[config.mk]
export PLATFORM = sky130hd
export DESIGN_NAME = g_regfile_sb_flat
export DESIGN_NICKNAME = d
export VERILOG_FILES = /design/src/rtl/g_regfile_sb_pkg.sv /design/src/rtl/g_regfile_sb_if.sv /design/src/rtl/g_reg_entry.sv /design/src/rtl/g_regfile_sb.sv /design/src/flat_wrapper.sv
export SDC_FILE = /design/constraint.sdc
export NUM_CORES = 2
export LEC_CHECK = 0
export ABC_AREA = 1
export BUFFER_PORTS_ARGS = -buffer_cell sky130_fd_sc_hd__buf_4
export CAP_MARGIN = 25
export CORE_MARGIN = 2
export CORE_UTILIZATION = 35
export CTS_BUF_LIST = sky130_fd_sc_hd__clkbuf_2 sky130_fd_sc_hd__clkbuf_4 sky130_fd_sc_hd__clkbuf_8
export DETAILED_ROUTE_END_ITERATION = 7
export PLACE_DENSITY = 0.56
export SLEW_MARGIN = 20
export SYNTH_ARGS = -nofsm -noshare
export SYNTH_HDL_FRONTEND = slang
export SYNTH_SLANG_ARGS = --single-unit
export TNS_END_PERCENT = 30
[constraint.sdc]
create_clock -name clk -period 2.1 [get_ports clk]
set_input_delay 0.42 -clock clk [delete_from_list [all_inputs] [get_ports clk]]
set_output_delay 0.42 -clock clk [all_outputs]
set_load 0.02 [all_outputs]
[src/rtl/g_regfile_sb_pkg.sv]
// Shared parameters and index-decode helper for the g_regfile_sb register file.
// Provides default widths and a one-bit decode used to build per-register hit vectors.
package g_regfile_sb_pkg;

   localparam int W_OPR_D = 32;
   localparam int REG_N_D = 16;
   localparam int W_RD_D  = 4;
   localparam int N_WB_D  = 2;

   // Widest register index supported by the decode helper (REG_N <= 64).
   localparam int W_IDX_MAX = 6;

   // True when idx selects register r.
   function automatic logic idx_match(
      input logic [W_IDX_MAX-1:0] idx,
      input int                   r
   );
      return idx == W_IDX_MAX'(r);
   endfunction

endpackage

[src/rtl/g_regfile_sb_if.sv]
// Issue / operand / write-back bundle of the g_regfile_sb register file.
// slave: the register file; master: decode/issue and write-back drivers.
interface g_regfile_sb_if
   import g_regfile_sb_pkg::*;
#(
   parameter int W_OPR = W_OPR_D,
   parameter int REG_N = REG_N_D,
   parameter int W_RD  = W_RD_D,
   parameter int N_WB  = N_WB_D
);

   logic [W_RD-1:0]       r0_i;
   logic                  r0_v_i;
   logic [W_RD-1:0]       r1_i;
   logic                  r1_v_i;
   logic [W_RD-1:0]       rd_i;
   logic                  w_reserve_i;
   logic [W_OPR-1:0]      r_opr0_o;
   logic [W_OPR-1:0]      r_opr1_o;
   logic                  reserved_o;
   logic                  issued_o;
   logic [N_WB-1:0]       wb_i;
   logic [N_WB*W_RD-1:0]  wb_r_i;
   logic [N_WB*W_OPR-1:0] result_i;
   logic                  flush_i;
   logic [REG_N-1:0]      busy_o;

   modport slave (
      input  r0_i, r0_v_i, r1_i, r1_v_i, rd_i, w_reserve_i,
      input  wb_i, wb_r_i, result_i, flush_i,
      output r_opr0_o, r_opr1_o, reserved_o, issued_o, busy_o
   );

   modport master (
      output r0_i, r0_v_i, r1_i, r1_v_i, rd_i, w_reserve_i,
      output wb_i, wb_r_i, result_i, flush_i,
      input  r_opr0_o, r_opr1_o, reserved_o, issued_o, busy_o
   );

endinterface

[src/rtl/g_reg_entry.sv]
// One general register: data word plus write-reservation (busy) bit.
// Ports: clk, rst (async, active low), we/wdata, set_busy, clr_busy, flush -> data, busy.
module g_reg_entry
   import g_regfile_sb_pkg::*;
#(
   parameter int W_OPR = W_OPR_D
) (
   input  logic             clk,
   input  logic             rst,
   input  logic             we,
   input  logic [W_OPR-1:0] wdata,
   input  logic             set_busy,
   input  logic             clr_busy,
   input  logic             flush,
   output logic [W_OPR-1:0] data,
   output logic             busy
);

   always_ff @(posedge clk or negedge rst) begin
      if (!rst) begin
         data <= '0;
         busy <= 1'b0;
      end else begin
         if (we) data <= wdata;
         // flush beats a new reservation, which beats a write-back clear
         if (flush)         busy <= 1'b0;
         else if (set_busy) busy <= 1'b1;
         else if (clr_busy) busy <= 1'b0;
      end
   end

endmodule

[src/rtl/g_regfile_sb.sv]
// General register file with write-reservation scoreboard and write-back bypass.
// Ports: clk, rst (async, active low), bus (g_regfile_sb_if.slave: operands, issue, write-back, busy).
module g_regfile_sb
   import g_regfile_sb_pkg::*;
#(
   parameter int W_OPR   = W_OPR_D,
   parameter int REG_N   = REG_N_D,
   parameter int W_RD    = W_RD_D,
   parameter int N_WB    = N_WB_D,
   parameter int ZERO_R0 = 0
) (
   input  logic           clk,
   input  logic           rst,
   g_regfile_sb_if.slave  bus
);

   logic [W_OPR-1:0] data_q [REG_N];
   logic [REG_N-1:0] busy_q;

   logic [W_RD-1:0]  wb_idx [N_WB];
   logic [W_OPR-1:0] wb_dat [N_WB];
   logic [REG_N-1:0] wb_hot [N_WB];
   logic [REG_N-1:0] wb_hit;
   logic [W_OPR-1:0] wdata  [REG_N];

   logic [REG_N-1:0] z0_mask;
   logic [REG_N-1:0] we;
   logic [REG_N-1:0] rd_hot;
   logic [REG_N-1:0] set_b;

   logic [W_RD-1:0]  ridx [3];
   logic [W_OPR-1:0] ropr [2];
   logic [2:0]       pend;
   logic             reserved;
   logic             issued;

   // r0 hard-wired to zero: never written, never reserved
   assign z0_mask = (ZERO_R0 != 0) ? REG_N'(1) : '0;

   always_comb begin
      for (int k = 0; k < N_WB; k++) begin
         wb_idx[k] = bus.wb_r_i[k*W_RD +: W_RD];
         wb_dat[k] = bus.result_i[k*W_OPR +: W_OPR];
         wb_hot[k] = '0;
         for (int r = 0; r < REG_N; r++) begin
            wb_hot[k][r] = bus.wb_i[k]
               & idx_match(W_IDX_MAX'(wb_idx[k]), r);
         end
      end
   end

   // ascending port loop: the highest matching port wins
   always_comb begin
      for (int r = 0; r < REG_N; r++) begin
         wb_hit[r] = 1'b0;
         wdata[r]  = '0;
         for (int k = 0; k < N_WB; k++) begin
            if (wb_hot[k][r]) begin
               wb_hit[r] = 1'b1;
               wdata[r]  = wb_dat[k];
            end
         end
      end
   end

   always_comb begin
      ridx[0] = bus.r0_i;
      ridx[1] = bus.r1_i;
      ridx[2] = bus.rd_i;
      for (int p = 0; p < 2; p++) begin
         ropr[p] = data_q[ridx[p]];
         for (int k = 0; k < N_WB; k++) begin
            if (wb_hot[k][ridx[p]]) ropr[p] = wb_dat[k];
         end
         if (ZERO_R0 != 0 && ridx[p] == '0) ropr[p] = '0;
      end
      for (int p = 0; p < 3; p++) begin
         // a write-back landing this cycle releases the reservation
         pend[p] = busy_q[ridx[p]] & ~wb_hit[ridx[p]];
         if (ZERO_R0 != 0 && ridx[p] == '0) pend[p] = 1'b0;
      end
   end

   always_comb begin
      for (int r = 0; r < REG_N; r++) begin
         rd_hot[r] = idx_match(W_IDX_MAX'(bus.rd_i), r);
      end
   end

   assign reserved = (bus.r0_v_i & pend[0])
                   | (bus.r1_v_i & pend[1])
                   | (bus.w_reserve_i & pend[2]);
   assign issued   = bus.w_reserve_i & ~reserved & ~bus.flush_i;

   assign we    = wb_hit & ~z0_mask;
   assign set_b = issued ? (rd_hot & ~z0_mask) : '0;

   for (genvar r = 0; r < REG_N; r++) begin : g_ent
      g_reg_entry #(
         .W_OPR (W_OPR)
      ) u_ent (
         .clk      (clk),
         .rst      (rst),
         .we       (we[r]),
         .wdata    (wdata[r]),
         .set_busy (set_b[r]),
         .clr_busy (we[r]),
         .flush    (bus.flush_i),
         .data     (data_q[r]),
         .busy     (busy_q[r])
      );
   end

   assign bus.r_opr0_o   = ropr[0];
   assign bus.r_opr1_o   = ropr[1];
   assign bus.reserved_o = reserved;
   assign bus.issued_o   = issued;
   assign bus.busy_o     = busy_q;

endmodule

[src/flat_wrapper.sv]
// flat-port wrapper written by rule: the top's interface ports become plain ports
module g_regfile_sb_flat import g_regfile_sb_pkg::*;
#(
   parameter int W_OPR   = W_OPR_D,
   parameter int REG_N   = REG_N_D,
   parameter int W_RD    = W_RD_D,
   parameter int N_WB    = N_WB_D,
   parameter int ZERO_R0 = 0
)
  (clk, rst, bus_r0_i, bus_r0_v_i, bus_r1_i, bus_r1_v_i, bus_rd_i, bus_w_reserve_i, bus_wb_i, bus_wb_r_i, bus_result_i, bus_flush_i, bus_r_opr0_o, bus_r_opr1_o, bus_reserved_o, bus_issued_o, bus_busy_o);
  g_regfile_sb_if #(.W_OPR(W_OPR), .REG_N(REG_N), .W_RD(W_RD), .N_WB(N_WB)) bus_i ();
  input  logic clk;
  input  logic rst;
  input wire logic [$bits(bus_i.r0_i)-1:0] bus_r0_i;
  input wire logic [$bits(bus_i.r0_v_i)-1:0] bus_r0_v_i;
  input wire logic [$bits(bus_i.r1_i)-1:0] bus_r1_i;
  input wire logic [$bits(bus_i.r1_v_i)-1:0] bus_r1_v_i;
  input wire logic [$bits(bus_i.rd_i)-1:0] bus_rd_i;
  input wire logic [$bits(bus_i.w_reserve_i)-1:0] bus_w_reserve_i;
  input wire logic [$bits(bus_i.wb_i)-1:0] bus_wb_i;
  input wire logic [$bits(bus_i.wb_r_i)-1:0] bus_wb_r_i;
  input wire logic [$bits(bus_i.result_i)-1:0] bus_result_i;
  input wire logic [$bits(bus_i.flush_i)-1:0] bus_flush_i;
  output wire logic [$bits(bus_i.r_opr0_o)-1:0] bus_r_opr0_o;
  output wire logic [$bits(bus_i.r_opr1_o)-1:0] bus_r_opr1_o;
  output wire logic [$bits(bus_i.reserved_o)-1:0] bus_reserved_o;
  output wire logic [$bits(bus_i.issued_o)-1:0] bus_issued_o;
  output wire logic [$bits(bus_i.busy_o)-1:0] bus_busy_o;
  assign bus_i.r0_i = bus_r0_i;
  assign bus_i.r0_v_i = bus_r0_v_i;
  assign bus_i.r1_i = bus_r1_i;
  assign bus_i.r1_v_i = bus_r1_v_i;
  assign bus_i.rd_i = bus_rd_i;
  assign bus_i.w_reserve_i = bus_w_reserve_i;
  assign bus_i.wb_i = bus_wb_i;
  assign bus_i.wb_r_i = bus_wb_r_i;
  assign bus_i.result_i = bus_result_i;
  assign bus_i.flush_i = bus_flush_i;
  assign bus_r_opr0_o = bus_i.r_opr0_o;
  assign bus_r_opr1_o = bus_i.r_opr1_o;
  assign bus_reserved_o = bus_i.reserved_o;
  assign bus_issued_o = bus_i.issued_o;
  assign bus_busy_o = bus_i.busy_o;
  g_regfile_sb #(.W_OPR(W_OPR), .REG_N(REG_N), .W_RD(W_RD), .N_WB(N_WB), .ZERO_R0(ZERO_R0)) u_core (.clk(clk), .rst(rst), .bus(bus_i));
endmodule
==> summary.md <==
| Metric | Value |
|---|---|
| Htree depth | 3 |
| Leakage dissipation | between 15 and 20 nW |
| Per-cell routed wire length | approximately 28 um |
| Worst-Skew Late Latency | around 760 ps |
| Crit path required time | roughly 1700 ps |
| Vias in the first global route | 38.44k |
| Vias per inst | between 6 and 7 |
| Tmin final | 2812 ps |
| Core area | a little under 100000 sq um |
| Seq cells post-synth | about 530 |
| F_max | ~360 MHz |
| Routed wire length | ~180 mm |
| Die Wd | roughly 320 um |
| DR DRC count | 0 |
| Area grow syn2layout | 32.73% |
| Final worst setup slack | -712.4 ps |
| Pre-CTS worst setup slack | -879.7 ps |
| Most common cell after layout, fill and taps aside | nand3_1 |
| GPL Wtd Cong | between 0.9 and 1 |
| GRT Total Usage | 0.3456 |
| Fill cell count | ~9.8k |
| Initial DRC Count | 5759 |
| Crit path DAT | 2390 ps |
| Yosys Warn Count | 0 |
| Power per cell area | just under 800 nW/um^2 |
| Tcrit/Tclk final | 1.339 |
| Peak VDD IR | between 0.4 and 0.5 mV |
| Worst Skew | approximately 3.2 ps |
| Final Max Tran Viols | 0 |
| TritonRoute pass-1 iters | 8 |
| Status | finished, violations left |
| Crit path capture type | output port |
| Clock Tree Root | clkbuf_8 |
| Total power | between 0.03 and 0.04 W |
| Ratio of cells with drive above 1 in the final layout | 0.2570 |
| Total number of vias | roughly 41k |
| Most frequent cells in the layout | 773 x nand3_1, 635 x a21oi_1, 520 x dfrtp_1 |
| Final setup vio count | 66 |
| First-pass GRT wire length | between 200 and 300 mm |
| Grt ovf | 0 |
| Clock sinks | between 500 and 600 |
| CP Launch Type | input port |
| Die H | approximately 320 um |
| Initial antenna violation count | 4 |
| R2r setup slk | 280 ps |
| Setup CP Type | input port to output port |
| Worst-path clk slew | 70 ps |
| Die footprint | between 100000 and 150000 sq um |
| Final-stage net count | approximately 5.2k |
| Synthesized cell area | roughly 35000 sq um |
| Starting density of the core | 0.3541 |
| DP HPWL | approximately 110 mm |
| Max-cap viol count | 0 |
| Mean Syn Cell Area | around 7.2 sq um |
| Largest net degree at the start of global routing | 69 |
| Post-synthesis cell count | ~4.9k |
| Antenna Nets Post-Route | 0 |
| Sequential fraction of the synthesis area | 0.3781 |
| PortBufs | between 150 and 200 |
| Min-delay worst type | input port to flip-flop |
| I/O pin count | 174 |
| Rows | between 100 and 150 |
| Relative slew slack | 0.2888 |
| Max FO, Critical Path | 8 |
| RSZ-0062 raised after global routing | true |
| CTS max path bufs | 3 |
| Distinct cells, synth | 28 |
| CTS buffer count | 100 |
| Failing checks | negative setup slack |
| TritonCTS clock tree | built |
| Tightest Pin Transition | approximately 1100 ps |
| Final Hold Fails | 0 |
| Syn_nets | 4951 |
## metal layers
metal / part of all wire / track usage / vias to the layer above
met2: 0.43 / 0.5291 / 2777
met4: 0.060 / 0.1764 / 2
met5: 0.000088 / 0 / -
met3: 0.11 / 0.06731 / 622
met1: 0.40 / 0.4636 / 19930
li1: - / - / 18010
## critical path: stages
cell and delay [ps]:
buf_6 100, inv_2 40, nor2_4 230, nand3_2 160, inv_2 110, o21ai_0 80, nand3_1 120, nand3_2 120
nand2_4 160, buf_12 200, buf_12 150, nand2_1 50, o21ai_1 70, nand2_1 90, o21ai_4 110, buf_6 150
## metrics by stage
step | setup TNS (ps) | hold slack [ps] | std cells | area, sq um | util
detailed placement | -139700 | 335.8 | 6248 | 42040 | 0.4259
global placement | -131800 | 336.0 | 6248 | 42040 | 0.4259
global route | -45790 | 69.40 | 6493 | 46390 | 0.4699
floorplan | -7080 | 124.4 | 4859 | 36190 | -
CTS | -39650 | 23.45 | 6466 | 45630 | 0.4623
finish | -41060 | 69.88 | 6493 | 46390 | 0.4699
## area by class of cell
class,count,area (sq um),area share
well taps,1287,1610,0.03472
repair buffers,743,7883,0.1699
multi-input cells,3332,19880,0.4287
inverters,419,1623,0.03499
flip-flops and latches,528,13220,0.2851
clock buffers,172,2098,0.04524
clock inverters,8,55.05,0.001187
diodes,4,10.01,0.0002158
## registers in the layout (all words and copies together) (netlist names)
name                     count
u_core.g_ent.u_ent.data    512
u_core.g_ent.u_ent.busy     16
## kinds of logic (layout without fill, tap and decap cells)
family,Yosys count,after routing,synth area share
AO/OA/AOI/OAI,1984,1984,0.3322
AND/OR/NAND/NOR,1348,1348,0.1768
buffers and inverters,999,1342,0.1130
other,0,4,0
flip-flops,528,528,0.3781
## cells in the mapped netlist, drive strengths merged
cell type / instances / area share
nand2: 448 / 0.049
nor2: 65 / 0.0076
o221ai: 274 / 0.069
buf: 223 / 0.030
nand3: 804 / 0.12
clkinv: 42 / 0.0045
nand3b: 1 / 0.00021
o22ai: 5 / 0.00090
o211ai: 241 / 0.052
a31oi: 32 / 0.0057
o21ai: 741 / 0.11
nor3: 1 / 0.00014
a211oi: 1 / 0.00021
inv: 377 / 0.040
a21oi: 690 / 0.099
nand4: 6 / 0.0011
dfrtp: 528 / 0.38
clkbuf: 357 / 0.038
and3: 23 / 0.0041
## final timing paths
kind                                                            startpoint                                          to  cells after the start
max in group asynchronous                                              rst  u_core.g_ent[0].u_ent.data[28]$_DFFE_PN0P_                      4
min in group asynchronous                                              rst  u_core.g_ent[8].u_ent.data[10]$_DFFE_PN0P_                      2
worst min register to register  u_core.g_ent[3].u_ent.data[24]$_DFFE_PN0P_  u_core.g_ent[3].u_ent.data[24]$_DFFE_PN0P_                      2
worst max-delay path                                         bus_wb_r_i[1]                            bus_r_opr1_o[14]                     16
worst max register to register      u_core.g_ent[5].u_ent.busy$_DFFE_PN0P_     u_core.g_ent[12].u_ent.busy$_DFFE_PN0P_                     13
worst min-delay path                                       bus_result_i[1]   u_core.g_ent[6].u_ent.data[1]$_DFFE_PN0P_                      3
## power by group
group	leakage, nW	internal, W	switching (W)	total [W]
sequential	6.54	0.0126	0.00122	0.0138
combinational	11.6	0.00483	0.00702	0.0119
clock	1.15	0.00623	0.00493	0.0112
total	19.3	0.0236	0.0132	0.0368
## what timing repair did
| item | CTS | global route |
|---|---|---|
| buffers inserted | 30 | 21 |
| gates resized for setup | 295 | 183 |
| endpoints found under the hold margin | 212 | 0 |
| setup endpoints to repair | 66 | 66 |
| pin swaps | 43 | 73 |
| hold buffers | 1 | 0 |
| gates cloned | 7 | 4 |
Note: power is estimated with default switching activity, not from simulation.
